File: config.mk
export PLATFORM = sky130hd
export DESIGN_NAME = fetch_seq_flat
export DESIGN_NICKNAME = d
export VERILOG_FILES = /design/src/rtl/fetch_seq_pkg.sv /design/src/rtl/fetch_seq_if.sv /design/src/rtl/fetch_seq_pc.sv /design/src/rtl/fetch_seq.sv /design/src/flat_wrapper.sv
export SDC_FILE = /design/constraint.sdc
export NUM_CORES = 1
export LEC_CHECK = 0
export ABC_AREA = 1
export BUFFER_PORTS_ARGS = -buffer_cell sky130_fd_sc_hd__buf_2
export CORE_UTILIZATION = 44
export CTS_CLUSTER_SIZE = 14
export DETAILED_ROUTE_END_ITERATION = 10
export PLACE_DENSITY = 0.84
export REMOVE_ABC_BUFFERS = 1
export SYNTH_ARGS = -nofsm -noshare
export SYNTH_HDL_FRONTEND = slang
export SYNTH_SLANG_ARGS = --single-unit
File: constraint.sdc
create_clock -name iClk -period 1.3 [get_ports iClk]
set_input_delay 0.26 -clock iClk [delete_from_list [all_inputs] [get_ports iClk]]
set_output_delay 0.26 -clock iClk [all_outputs]
set_load 0.01 [all_outputs]
File: src/rtl/fetch_seq_pkg.sv
// fetch_seq_pkg: shared types and constants for the fetch sequencer.
//   seqStateT : sequencer FSM encoding (PAUSE only reachable with FETCH_SEQ_STEP_EN)
//   OP_*      : accumulator CPU opcode nibbles
//   IR_RST_OP : opcode held in IR after reset (STP, so no writes are requested)
package fetch_seq_pkg;

  typedef enum logic [2:0] {
    IDLE   = 3'd0,
    FETCH  = 3'd1,
    DECODE = 3'd2,
    EXEC   = 3'd3,
    HALT   = 3'd4,
    PAUSE  = 3'd5
  } seqStateT;

  localparam logic [3:0] OP_CLA = 4'd0;
  localparam logic [3:0] OP_COM = 4'd1;
  localparam logic [3:0] OP_SHR = 4'd2;
  localparam logic [3:0] OP_CSL = 4'd3;
  localparam logic [3:0] OP_ADD = 4'd4;
  localparam logic [3:0] OP_STA = 4'd5;
  localparam logic [3:0] OP_LDA = 4'd6;
  localparam logic [3:0] OP_STP = 4'd15;

  localparam logic [3:0] IR_RST_OP = OP_STP;

endpackage

File: src/rtl/fetch_seq_if.sv
// fetch_seq_if: program memory read channel.
//   memReq  : read request (sequencer -> memory)
//   memAddr : read address (sequencer -> memory)
//   memAck  : data valid   (memory -> sequencer)
//   memData : instruction word (memory -> sequencer)
// master = sequencer side, slave = memory side.
interface fetch_seq_if #(
  parameter int ADDR_W = 4,
  parameter int DATA_W = 8
);
  logic              memReq;
  logic [ADDR_W-1:0] memAddr;
  logic              memAck;
  logic [DATA_W-1:0] memData;

  modport master (output memReq, memAddr, input memAck, memData);
  modport slave  (input memReq, memAddr, output memAck, memData);
endinterface

File: src/rtl/fetch_seq_pc.sv
// fetch_seq_pc: program counter register.
//   iClk/iRst : clock, async active-high reset (PC -> 0)
//   iClr      : synchronous load of zero
//   iInc      : advance by one; wraps modulo 2^ADDR_W with no flag
//   oPC       : current PC
module fetch_seq_pc #(
  parameter int ADDR_W = 4
) (
  input  logic              iClk,
  input  logic              iRst,
  input  logic              iClr,
  input  logic              iInc,
  output logic [ADDR_W-1:0] oPC
);

  always_ff @(posedge iClk or posedge iRst) begin
    if (iRst)      oPC <= '0;
    else if (iClr) oPC <= '0;
    else if (iInc) oPC <= oPC + ADDR_W'(1);
  end

endmodule

File: src/rtl/fetch_seq.sv
// fetch_seq: instruction fetch sequencer for the accumulator CPU.
//   iClk, iRst : clock, async active-high reset
//   iStart     : start / resume from IDLE or HALT (level)
//   mem        : program memory read channel (fetch_seq_if.master)
//   oInst      : opcode nibble from IR to decoder
//   oAddr      : operand address from IR to datapath
//   oExec      : one-cycle execute strobe
//   iStop      : decoder stop, sampled only at the end of EXEC
//   oPC        : current program counter
//   oHalt      : sequencer is in HALT
//   iStep      : single-step advance (only with FETCH_SEQ_STEP_EN)
// Build option: define FETCH_SEQ_STEP_EN to pause after every non-stop
// instruction until a rising edge of iStep.
module fetch_seq
  import fetch_seq_pkg::*;
#(
  parameter int ADDR_W = 4,
  parameter int DATA_W = 8
) (
  input  logic              iClk,
  input  logic              iRst,
  input  logic              iStart,
  fetch_seq_if.master       mem,
  output logic [3:0]        oInst,
  output logic [ADDR_W-1:0] oAddr,
  output logic              oExec,
  input  logic              iStop,
  output logic [ADDR_W-1:0] oPC,
  output logic              oHalt
`ifdef FETCH_SEQ_STEP_EN
  ,
  input  logic              iStep
`endif
);

  seqStateT state, stateNext;
  logic     ackTake;

  // Ack only counts while we are actually requesting.
  assign ackTake = (state == FETCH) && mem.memAck;

  // Request/address are decoded so a reset drops the request immediately.
  assign mem.memReq  = (state == FETCH);
  assign mem.memAddr = oPC;

`ifdef FETCH_SEQ_STEP_EN
  // Previous iStep level: advancing only on a 0->1 change means a held
  // level yields one instruction, not a free run.
  logic stepQ;
  logic stepRise;

  always_ff @(posedge iClk or posedge iRst) begin
    if (iRst) stepQ <= 1'b0;
    else      stepQ <= iStep;
  end

  assign stepRise = iStep && !stepQ;
`endif

  always_ff @(posedge iClk or posedge iRst) begin
    if (iRst) state <= IDLE;
    else      state <= stateNext;
  end

  always_comb begin
    stateNext = state;
    unique case (state)
      IDLE:   if (iStart) stateNext = FETCH;
      FETCH:  if (mem.memAck) stateNext = DECODE;
      DECODE: stateNext = EXEC;
`ifdef FETCH_SEQ_STEP_EN
      EXEC:   stateNext = iStop ? HALT : PAUSE;
      PAUSE:  if (stepRise) stateNext = FETCH;
`else
      EXEC:   stateNext = iStop ? HALT : FETCH;
`endif
      HALT:   if (iStart) stateNext = FETCH;
      default: stateNext = IDLE;
    endcase
  end

  // Instruction register drives the decoder/datapath fields directly.
  always_ff @(posedge iClk or posedge iRst) begin
    if (iRst) begin
      oInst <= IR_RST_OP;
      oAddr <= '0;
    end else if (ackTake) begin
      oInst <= mem.memData[DATA_W-1 -: 4];
      oAddr <= mem.memData[ADDR_W-1:0];
    end
  end

  // Strobes registered from the next state so they coincide with the state.
  always_ff @(posedge iClk or posedge iRst) begin
    if (iRst) begin
      oExec <= 1'b0;
      oHalt <= 1'b0;
    end else begin
      oExec <= (stateNext == EXEC);
      oHalt <= (stateNext == HALT);
    end
  end

  fetch_seq_pc #(.ADDR_W(ADDR_W)) uPc (
    .iClk (iClk),
    .iRst (iRst),
    .iClr (state == IDLE),
    .iInc (ackTake),
    .oPC  (oPC)
  );

endmodule

File: src/flat_wrapper.sv
// flat-port wrapper written by rule: the top's interface ports become plain ports
module fetch_seq_flat import fetch_seq_pkg::*;
#(
  parameter int ADDR_W = 4,
  parameter int DATA_W = 8
)
  (iClk, iRst, iStart, oInst, oAddr, oExec, iStop, oPC, oHalt, mem_memReq, mem_memAddr, mem_memAck, mem_memData);
  fetch_seq_if #(.ADDR_W(ADDR_W), .DATA_W(DATA_W)) mem_i ();
  input  logic iClk;
  input  logic iRst;
  input  logic iStart;
  output logic [3:0] oInst;
  output logic [ADDR_W-1:0] oAddr;
  output logic oExec;
  input  logic iStop;
  output logic [ADDR_W-1:0] oPC;
  output logic oHalt;
  output wire logic [$bits(mem_i.memReq)-1:0] mem_memReq;
  output wire logic [$bits(mem_i.memAddr)-1:0] mem_memAddr;
  input wire logic [$bits(mem_i.memAck)-1:0] mem_memAck;
  input wire logic [$bits(mem_i.memData)-1:0] mem_memData;
  assign mem_memReq = mem_i.memReq;
  assign mem_memAddr = mem_i.memAddr;
  assign mem_i.memAck = mem_memAck;
  assign mem_i.memData = mem_memData;
  fetch_seq #(.ADDR_W(ADDR_W), .DATA_W(DATA_W)) u_core (.iClk(iClk), .iRst(iRst), .iStart(iStart), .mem(mem_i), .oInst(oInst), .oAddr(oAddr), .oExec(oExec), .iStop(iStop), .oPC(oPC), .oHalt(oHalt));
endmodule
==> impl_metrics.py, run 1 <==
metrics = {
    "sta": {
        "max_freq_mhz": 739,
        "setup_violations": 1,
        "worst_slew_pin_slew_ns": 0.265,
        "final_max_slew_viol_count": 0,
        "rsz0062_at_grt": "true",
        "skew_ns": 0.00482,
        "timing.hold.ws_ns": 0.176,
        "slew_headroom": 0.824,
        "finalHoldViolations": 0,
        "fin_crit_sh": 1.04,
        "setup_slack_ns": -0.0529,
        "fin_crit_ns": 1.35,
    },
    "routing": {
        "drc": 2,
        "wl_per_cell_um": 12.9,
        "wl_um": 1820,
        "ant_nets": 0,
        "drt_iter0_drc": 13,
        "drt-vias-per-instance": 5.18,
        "drt-pass1-iter-count": 7,
        "via_count": 730,
    },
    "outcome": {
        "outcome": "complete, but fails checks",
        "violations": "DRC, setup timing",
    },
    "floorplan": {
        "io_pins": 32,
        "dieHeight_um": 44.2,
        "row_count": 14,
        "dieArea_um2": 1950,
        "die_w_um": 44.2,
        "initial_core_util": 0.497,
        "core_area_um2": 1580,
    },
    "place": {
        "place_area_um2": 921,
        "hpwl_um": 1210,
        "gp_congestion": 0.782,
        "port_buffers": 31,
    },
    "clock_tree": {
        "clkTransAtPathRegs_ns": 0.09,
        "cts_inserted_buffers": 3,
        "cts_htree_levels": 1,
        "clockRootBuffer": "clkbuf_4",
        "insertion_delay_ns": 0.29,
        "clock-sinks": 17,
        "clockBufferDepth": 2,
        "cts_tree": "built",
    },
    "critical_path": {
        "startpoint_type": "flip-flop",
        "r2r-end": "u_core.oAddr[3]",
        "r2r_slack_ns": 0.04,
        "cp-endpoint": "mem_memReq",
        "path_max_fanout": 2,
        "r2r-start": "u_core.state[2]",
        "worst_setup_path_end_kind": "output pin",
        "rr_worst_depth": 7,
        "required_ns": 1.04,
        "startpoint": "u_core.state[2]",
        "arrival_ns": 1.09,
        "criticalPathCategory": "reg -> out",
    },
    "layout": {
        "drive_gt1_frac": 0.440,
        "final_common_cell": "buf_2",
        "stdcell_area_um2": 1030,
        "syn_to_final_growth_pct": 31.3,
        "multi_input_area_um2": 287,
        "register_area_um2": 430,
        "fillers": 125,
        "final_util": 0.652,
        "nets": 140,
        "final_cell_mix": "30 x buf_2, 28 x nand2_1, 13 x dfrtp_1",
        "num_antenna_cells": 0,
    },
    "power": {
        "peakVddDrop_uv": 1230,
        "power.density_nw_per_um2": 2320,
        "leakage_nw": 0.608,
    },
    "flow_run": {
        "cap_violations": 0,
    },
    "logic_synthesis": {
        "ys_seq_elements": 17,
        "ys_seq_area_frac": 0.550,
        "yosys_warnings": 0,
        "avgSynthCellArea_um2": 9.11,
        "synth_cell_types": 19,
        "postSynthCellCount": 86,
        "syn_area_um2": 783,
    },
    "global_routing": {
        "grt_first_pass_wirelength_um": 2750,
        "grt_max_degree": 18,
        "grtUsageTotal": 0.202,
        "antenna_found_initial": 0,
        "grt_pass1_vias": 641,
        "gr-total-overflow": 0,
    },
    "hold_path": {
        "min_path_type": "in -> reg",
    },
}
## per-layer routing
layer,GRT usage,part of all wire,up-vias,wire [um]
li1,-,-,353,-
met5,0,0,-,0
met4,0.109,0.026,0,47
met3,0.0735,0.049,7,90
met2,0.359,0.51,27,934
met1,0.203,0.41,343,746
## where the power goes
| part | leakage (nW) | switching, mW | internal (mW) | total [mW] |
|---|---|---|---|---|
| Sequential | 0.212 | 0.167 | 0.775 | 0.942 |
| Combinational | 0.381 | 0.648 | 0.522 | 1.17 |
| Clock | 0.0150 | 0.151 | 0.119 | 0.270 |
| Total | 0.608 | 0.966 | 1.42 | 2.38 |
## synth_stat cells (all sizes together)
library cell   n  area share
nand2         30        0.15
dfrtp         13        0.42
nand3         11       0.070
inv            7       0.034
buf            6       0.067
dfstp          4        0.13
nor2           4       0.022
o21ai          3       0.029
nand4          2       0.016
o31ai          2       0.019
ha             1       0.016
o211ai         1      0.0096
o21bai         1      0.0096
xor2           1       0.011
## state kept, by name, indices dropped and copies added (netlist names)
signal	cells
u_core.uPc.oPC	4
u_core.oExec	1
u_core.oHalt	1
u_core.state	3
u_core.oInst	4
u_core.oAddr	4
## worst max-delay path, stage by stage (launching register included)
cell,delay (ns)
dfrtp_1,0.42
nor2_4,0.14
nand2_2,0.07
inv_2,0.07
buf_6,0.10
## final cells by class
cell class | instances | share of cell area
Tap cell | 16 | 0.0195
Clock buffer | 4 | 0.0255
Timing Repair Buffer | 41 | 0.232
Inverter | 7 | 0.0255
Sequential cell | 17 | 0.418
Multi-Input combinational cell | 56 | 0.279
## cells by family after synthesis
kind of cell / synth area share
XOR/XNOR: 0.0112
flip-flops: 0.550
buffers and inverters: 0.101
AO/OA/AOI/OAI: 0.0671
adder cells (fa/ha/maj): 0.0160
AND/OR/NAND/NOR: 0.256
## metrics by stage
stage / cells / setup WS [ns] / power (mW) / TNS [ns]
2_1_floorplan: 80 / 0.197 / 1.48 / 0
3_3_place_gp: 129 / 0.219 / 1.83 / 0
3_5_place_dp: 129 / 0.102 / 1.87 / 0
4_1_cts: 139 / -0.0635 / 2.29 / -0.0635
5_1_grt: 141 / -0.122 / 2.55 / -0.146
6_report: 141 / -0.0529 / 2.38 / -0.0529
## how the worst min path moves through the flow
stage                              start         endpoint  slack, ns  depth (start not counted)
final                     mem_memData[6]  u_core.oInst[2]       0.18                          3
after detailed placement            iRst  u_core.oAddr[3]       0.27                          3
after global routing      mem_memData[6]  u_core.oInst[2]       0.17                          3
after global placement              iRst  u_core.oAddr[3]       0.27                          3
after floorplan                     iRst  u_core.oAddr[0]       0.18                          1
after CTS                 mem_memData[6]  u_core.oInst[2]       0.17                          3
## repair_timing
item,CTS,global route
endpoints found under the setup margin,1,11
hold buffers,1,0
hold endpoints to repair,13,0
gates resized for setup,1,3
buffers inserted,5,2
pin swaps,1,1
gates cloned,0,0
Note: power is estimated with default switching activity, not from simulation.
==> run 2, diff against run 1 <==
ABC_AREA = unset   (was 1)
==> run 2 against run 1 <==
The run still ends with DRC, setup timing left. Core utilization is 0.48 points higher. Final area up 0.73%. Sequential power is 2.7% lower. Critical endpoint unchanged. Largest cell class unchanged.
==> impl_metrics.py, run 2 <==
metrics = {
    "outcome": {
        "outcome": "complete, but fails checks",
        "violations": "DRC, setup timing",
    },
    "sta": {
        "rsz0062_at_grt": "true",
        "setup_slack_ns": -0.0526,
        "timing.hold.ws_ns": 0.159,
        "finalHoldViolations": 0,
        "fin_crit_sh": 1.04,
        "setup_violations": 3,
        "worst_slew_pin_slew_ns": 0.242,
        "max_freq_mhz": 739,
        "skew_ns": 0.00253,
        "fin_crit_ns": 1.35,
        "setup_tns_ns": -0.0893,
        "final_max_slew_viol_count": 0,
        "slew_headroom": 0.839,
    },
    "logic_synthesis": {
        "yosysTopAreaCell": "dfrtp_1",
        "synth_top_area_frac": 0.420,
        "avgSynthCellArea_um2": 9.68,
        "synth_async_sr_flop_share": 1.00,
        "yosysMostFrequentCell": "nand2_1",
        "ys_seq_elements": 17,
        "synth_common_cells": "28 x nand2_1, 13 x dfrtp_1, 7 x o21ai_0",
        "synth_cell_types": 22,
        "yosys_warnings": 0,
        "synth_top_flop_cell": "dfrtp_1",
        "syn_area_um2": 774,
        "synthTopCellsByArea": "dfrtp_1 42%, dfstp_2 14%, nand2_1 14%, o21ai_0 4.5%, buf_4 3.9%",
        "synth-edff-count": 0,
        "postSynthCellCount": 80,
        "ys_seq_area_frac": 0.556,
    },
    "global_routing": {
        "grtUsageTotal": 0.189,
        "grt_max_degree": 18,
        "grt_first_pass_wirelength_um": 2640,
        "grt_pass1_vias": 626,
        "antenna_found_initial": 0,
        "gr-total-overflow": 0,
    },
    "clock_tree": {
        "clockRootBuffer": "clkbuf_4",
        "clkTransAtPathRegs_ns": 0.09,
        "cts_htree_levels": 1,
        "clock-sinks": 17,
        "cts_inserted_buffers": 3,
        "insertion_delay_ns": 0.28,
        "cts_tree": "built",
        "clockBufferDepth": 2,
    },
    "layout": {
        "nets": 133,
        "num_antenna_cells": 0,
        "syn_to_final_growth_pct": 33.8,
        "fillers": 137,
        "top_regs": "u_core.oAddr: 4 flops, u_core.oInst: 4 flops, u_core.uPc.oPC: 4 flops",
        "final_cell_mix": "32 x buf_2, 28 x nand2_1, 11 x dfrtp_1",
        "final_common_cell": "buf_2",
        "drive_gt1_frac": 0.449,
    },
    "critical_path": {
        "r2r-end": "u_core.uPc.oPC[0]",
        "r2r_slack_ns": -0.02,
        "arrival_ns": 1.09,
        "rr_worst_depth": 4,
        "startpoint_type": "flip-flop",
        "path_max_fanout": 3,
        "worst_setup_path_end_kind": "output pin",
        "startpoint": "u_core.state[2]",
        "cp-endpoint": "mem_memReq",
        "required_ns": 1.04,
        "r2r-start": "u_core.state[2]",
        "criticalPathCategory": "reg -> out",
    },
    "place": {
        "hpwl_um": 1150,
        "preCtsSetupSlack_ns": 0.0453,
        "gp_congestion": 0.797,
        "port_buffers": 31,
    },
    "floorplan": {
        "core_area_um2": 1580,
        "row_count": 14,
        "die_w_um": 44.0,
        "io_pins": 32,
        "dieArea_um2": 1930,
        "initial_core_util": 0.491,
        "dieHeight_um": 44.0,
    },
    "power": {
        "power.density_nw_per_um2": 2160,
        "finalPower_mw": 2.24,
        "peakVddDrop_uv": 1140,
        "leakage_nw": 0.568,
    },
    "routing": {
        "drt-pass1-iter-count": 7,
        "wl_um": 1610,
        "drc": 3,
        "drt_iter0_drc": 15,
        "drt-vias-per-instance": 5.04,
        "ant_nets": 0,
        "via_count": 676,
        "wl_per_cell_um": 12.0,
    },
    "hold_path": {
        "min_path_type": "in -> reg",
    },
    "flow_run": {
        "cap_violations": 0,
    },
}
## run 2: changes by cell type after synthesis, moves of 2 or more
cell	change
inv_1	-3
nand4_1	-2
o21ai_0	+6
or3_1	+2
nand3_1	-7
buf_2	+2
inv_2	-3
o21ai_2	-2
## run 2: worst max-delay path, cell delays in order (launching register included)
cell	delay, ns
dfrtp_2	0.44
nor3b_4	0.21
buf_2	0.16
## run 2: through the flow
| stage | utilization | cells | instance area (um2) |
|---|---|---|---|
| after CTS | 0.639 | 131 | 1010 |
| after detailed placement | 0.591 | 124 | 932 |
| final | 0.657 | 134 | 1040 |
| after floorplan | - | 72 | 719 |
| after global routing | 0.657 | 134 | 1040 |
| after global placement | 0.591 | 124 | 932 |
## run 2: cells by family after synthesis
kind of cell	count (synthesis)	share of synthesized area
and+or+nand+nor	42	0.268
DFF	17	0.556
AOI/OAI and AO/OA	11	0.0840
buffers and inverters	9	0.0759
adders and majority gates	1	0.0162
## run 2: what timing repair did
item                       CTS  global route
pin swaps                    3             1
hold endpoints to repair    13             0
hold buffers                 1             0
cloned                       0             1
setup endpoints to repair    1            12
buffers inserted             2             2
gates resized for setup      6             2
## run 2: power breakdown
part	switching [mW]	internal [mW]	leakage, nW	total [mW]
registers	0.143	0.774	0.209	0.917
clock network	0.150	0.119	0.0150	0.269
logic	0.536	0.516	0.344	1.05
## run 2: final cells by class
type                            instances  area, um2  area share
Sequential cell                        17        433       0.418
Timing Repair Buffer                   42        241       0.233
Clock buffer                            4       26.3      0.0254
Tap cell                               16       20.0      0.0193
Inverter                                1       3.75     0.00362
Multi-Input combinational cell         54        312       0.301
## run 2: metal layers
metal  GRT usage  routed length, um  vias to the layer above  share of wire
met3      0.0417                 85                        2          0.053
met1       0.228                716                      316           0.44
met5           0                  0                        -              0
met4      0.0727                  9                        0         0.0056
met2       0.328                802                       21           0.50
li1            -                  -                      337              -
## run 2: worst min path at each step
stage	to	cells past startpoint	slack, ns	from
finish	u_core.oInst[2]	3	0.16	mem_memData[6]
global placement	u_core.oHalt	3	0.28	iRst
CTS	u_core.oInst[2]	3	0.15	mem_memData[6]
floorplan	u_core.oAddr[0]	1	0.18	iRst
detailed placement	u_core.state[1]	3	0.27	iRst
global route	u_core.oInst[2]	3	0.16	mem_memData[6]
==> run 3, diff against run 2 <==
CORE_UTILIZATION = 30   (was 44)
PLACE_DENSITY = 0.64   (was 0.84)
==> run 3 against run 2 <==
The flow finishes with violations (setup timing). Core utilization down 21 points. Combinational power up 4%. Highest routed layer unchanged. First-iteration DRC count down 27%. Non-clock buffer count up 2.
==> impl_metrics.py, run 3 (same netlist as run 2, synthesis figures left out) <==
metrics = {
    "routing": {
        "drt-vias-per-instance": 4.62,
        "drt_iter0_drc": 11,
        "top_layer": "met4",
        "dr_wl_met3_um": 76,
        "drt-pass1-iter-count": 4,
        "ant_nets": 0,
        "dr_wl_met2_um": 852,
        "wl_per_cell_um": 11.1,
        "via_count": 693,
        "met1_length_um": 724,
        "wl_um": 1670,
        "drc": 0,
    },
    "power": {
        "sw_frac_of_total": 0.370,
        "power_switching_mw": 0.850,
        "leakage_nw": 0.587,
        "combPwrFrac": 0.475,
        "intPower_mw": 1.45,
        "power_frac_seq": 0.409,
        "peakVddDrop_uv": 1090,
        "power.density_nw_per_um2": 2120,
        "finalPower_mw": 2.30,
        "pwr-share-clk": 0.116,
    },
    "layout": {
        "num_antenna_cells": 0,
        "nets": 135,
        "syn_to_final_growth_pct": 40.2,
        "final_cell_mix": "31 x buf_2, 24 x nand2_1, 11 x buf_4, 11 x dfrtp_1, 6 x o21ai_0",
        "final_common_cell": "buf_2",
        "drive_gt1_frac": 0.492,
        "fillers": 249,
        "stdcell_count": 150,
        "top_regs": "u_core.oAddr: 4 flops, u_core.oInst: 4 flops, u_core.uPc.oPC: 4 flops",
    },
    "sta": {
        "fin_crit_sh": 1.08,
        "final_max_slew_viol_count": 0,
        "slew_headroom": 0.852,
        "worst_slew_pin_slew_ns": 0.222,
        "finalHoldViolations": 0,
        "max_freq_mhz": 715,
        "setup_violations": 10,
        "setup_slack_ns": -0.0980,
        "fin_crit_ns": 1.40,
        "rsz0062_at_grt": "true",
        "skew_ns": 0.000669,
    },
    "flow_run": {
        "cap_violations": 0,
    },
    "hold_path": {
        "worstHoldStart": "mem_memData[5]",
        "min_path_type": "in -> reg",
    },
    "global_routing": {
        "grt_max_degree": 18,
        "grt_first_pass_wirelength_um": 2760,
        "grtUsageTotal": 0.138,
        "grt_pass1_vias": 670,
        "antenna_found_initial": 0,
        "gr-total-overflow": 0,
    },
    "outcome": {
        "violations": "setup timing",
        "outcome": "complete, but fails checks",
    },
    "clock_tree": {
        "cts_htree_levels": 1,
        "clkTransAtPathRegs_ns": 0.09,
        "insertion_delay_ns": 0.28,
        "clock-sinks": 17,
        "clockBufferDepth": 2,
        "cts_tree": "built",
        "cts_inserted_buffers": 3,
        "clockRootBuffer": "clkbuf_4",
    },
    "place": {
        "gp_congestion": 0.690,
        "hpwl_um": 1240,
        "dpl.cell_count": 140,
        "port_buffers": 31,
    },
    "critical_path": {
        "path_max_fanout": 2,
        "r2r-end": "u_core.uPc.oPC[0]",
        "criticalPathCategory": "reg -> out",
        "startpoint_type": "flip-flop",
        "r2r-start": "u_core.state[1]",
        "rr_worst_depth": 5,
        "worst_setup_path_end_kind": "output pin",
        "arrival_ns": 1.14,
        "r2r_slack_ns": -0.06,
        "startpoint": "u_core.state[1]",
        "cp-endpoint": "mem_memReq",
        "required_ns": 1.04,
    },
    "floorplan": {
        "dieHeight_um": 52.8,
        "dieArea_um2": 2790,
        "core_area_um2": 2450,
        "io_pins": 32,
        "initial_core_util": 0.315,
        "die_w_um": 52.8,
        "row_count": 18,
    },
}
## run 3: timing repair
item                       in CTS  in global routing
hold endpoints to repair       13                  0
cloned                          0                  0
pin swaps                       2                  6
setup buffers                   3                  2
setup endpoints to repair       1                 12
gates resized for setup         2                 10
hold buffers                    1                  0
## run 3: layout make-up
class | count | area [um2] | share of cell area
flip-flops and latches | 17 | 433 | 0.399
repair buffers | 44 | 259 | 0.238
clock buffers | 4 | 26.3 | 0.0242
inverters | 1 | 3.75 | 0.00346
multi-input cells | 54 | 327 | 0.301
well taps | 30 | 37.5 | 0.0346
## run 3: through the flow
| step | utilization | worst slack (ns) | area [um2] | hold slack (ns) | TNS [ns] |
|---|---|---|---|---|---|
| 2_1_floorplan | - | -0.226 | 719 | 0.183 | -2.05 |
| 3_3_place_gp | 0.396 | 0.0846 | 971 | 0.285 | 0 |
| 3_5_place_dp | 0.396 | 0.0480 | 971 | 0.284 | 0 |
| 4_1_cts | 0.423 | -0.112 | 1040 | 0.153 | -0.518 |
| 5_1_grt | 0.442 | -0.148 | 1090 | 0.156 | -1.15 |
| 6_report | 0.442 | -0.0980 | 1090 | 0.160 | -0.231 |
## run 3: how the worst min path moves through the flow
stage	endpoint	slack, ns	cells past startpoint
global route	u_core.oInst[2]	0.16	3
global placement	u_core.uPc.oPC[3]	0.28	3
CTS	u_core.oInst[1]	0.15	3
floorplan	u_core.oAddr[0]	0.18	1
finish	u_core.oInst[1]	0.16	3
detailed placement	u_core.oAddr[2]	0.28	3
## run 3: critical path, cell delays in order (launching register included)
cell	delay, ns
dfrtp_1	0.41
buf_6	0.13
nor3b_4	0.17
buf_2	0.15
## run 3: per-layer routing
| layer | vias up | track usage |
|---|---|---|
| li1 | 339 | - |
| met1 | 332 | 0.157 |
| met2 | 20 | 0.245 |
| met3 | 2 | 0.0261 |
| met4 | 0 | 0.0658 |
| met5 | - | 0 |
## run 3: power by group through the flow
stage               sequential (mW)  combinational [mW]  clock [mW]
floorplan                      1.04               0.374           0
global placement              0.935               0.903           0
detailed placement            0.945               0.923           0
CTS                           0.936                1.01       0.279
global route                  0.974                1.20       0.301
finish                        0.941                1.09       0.265
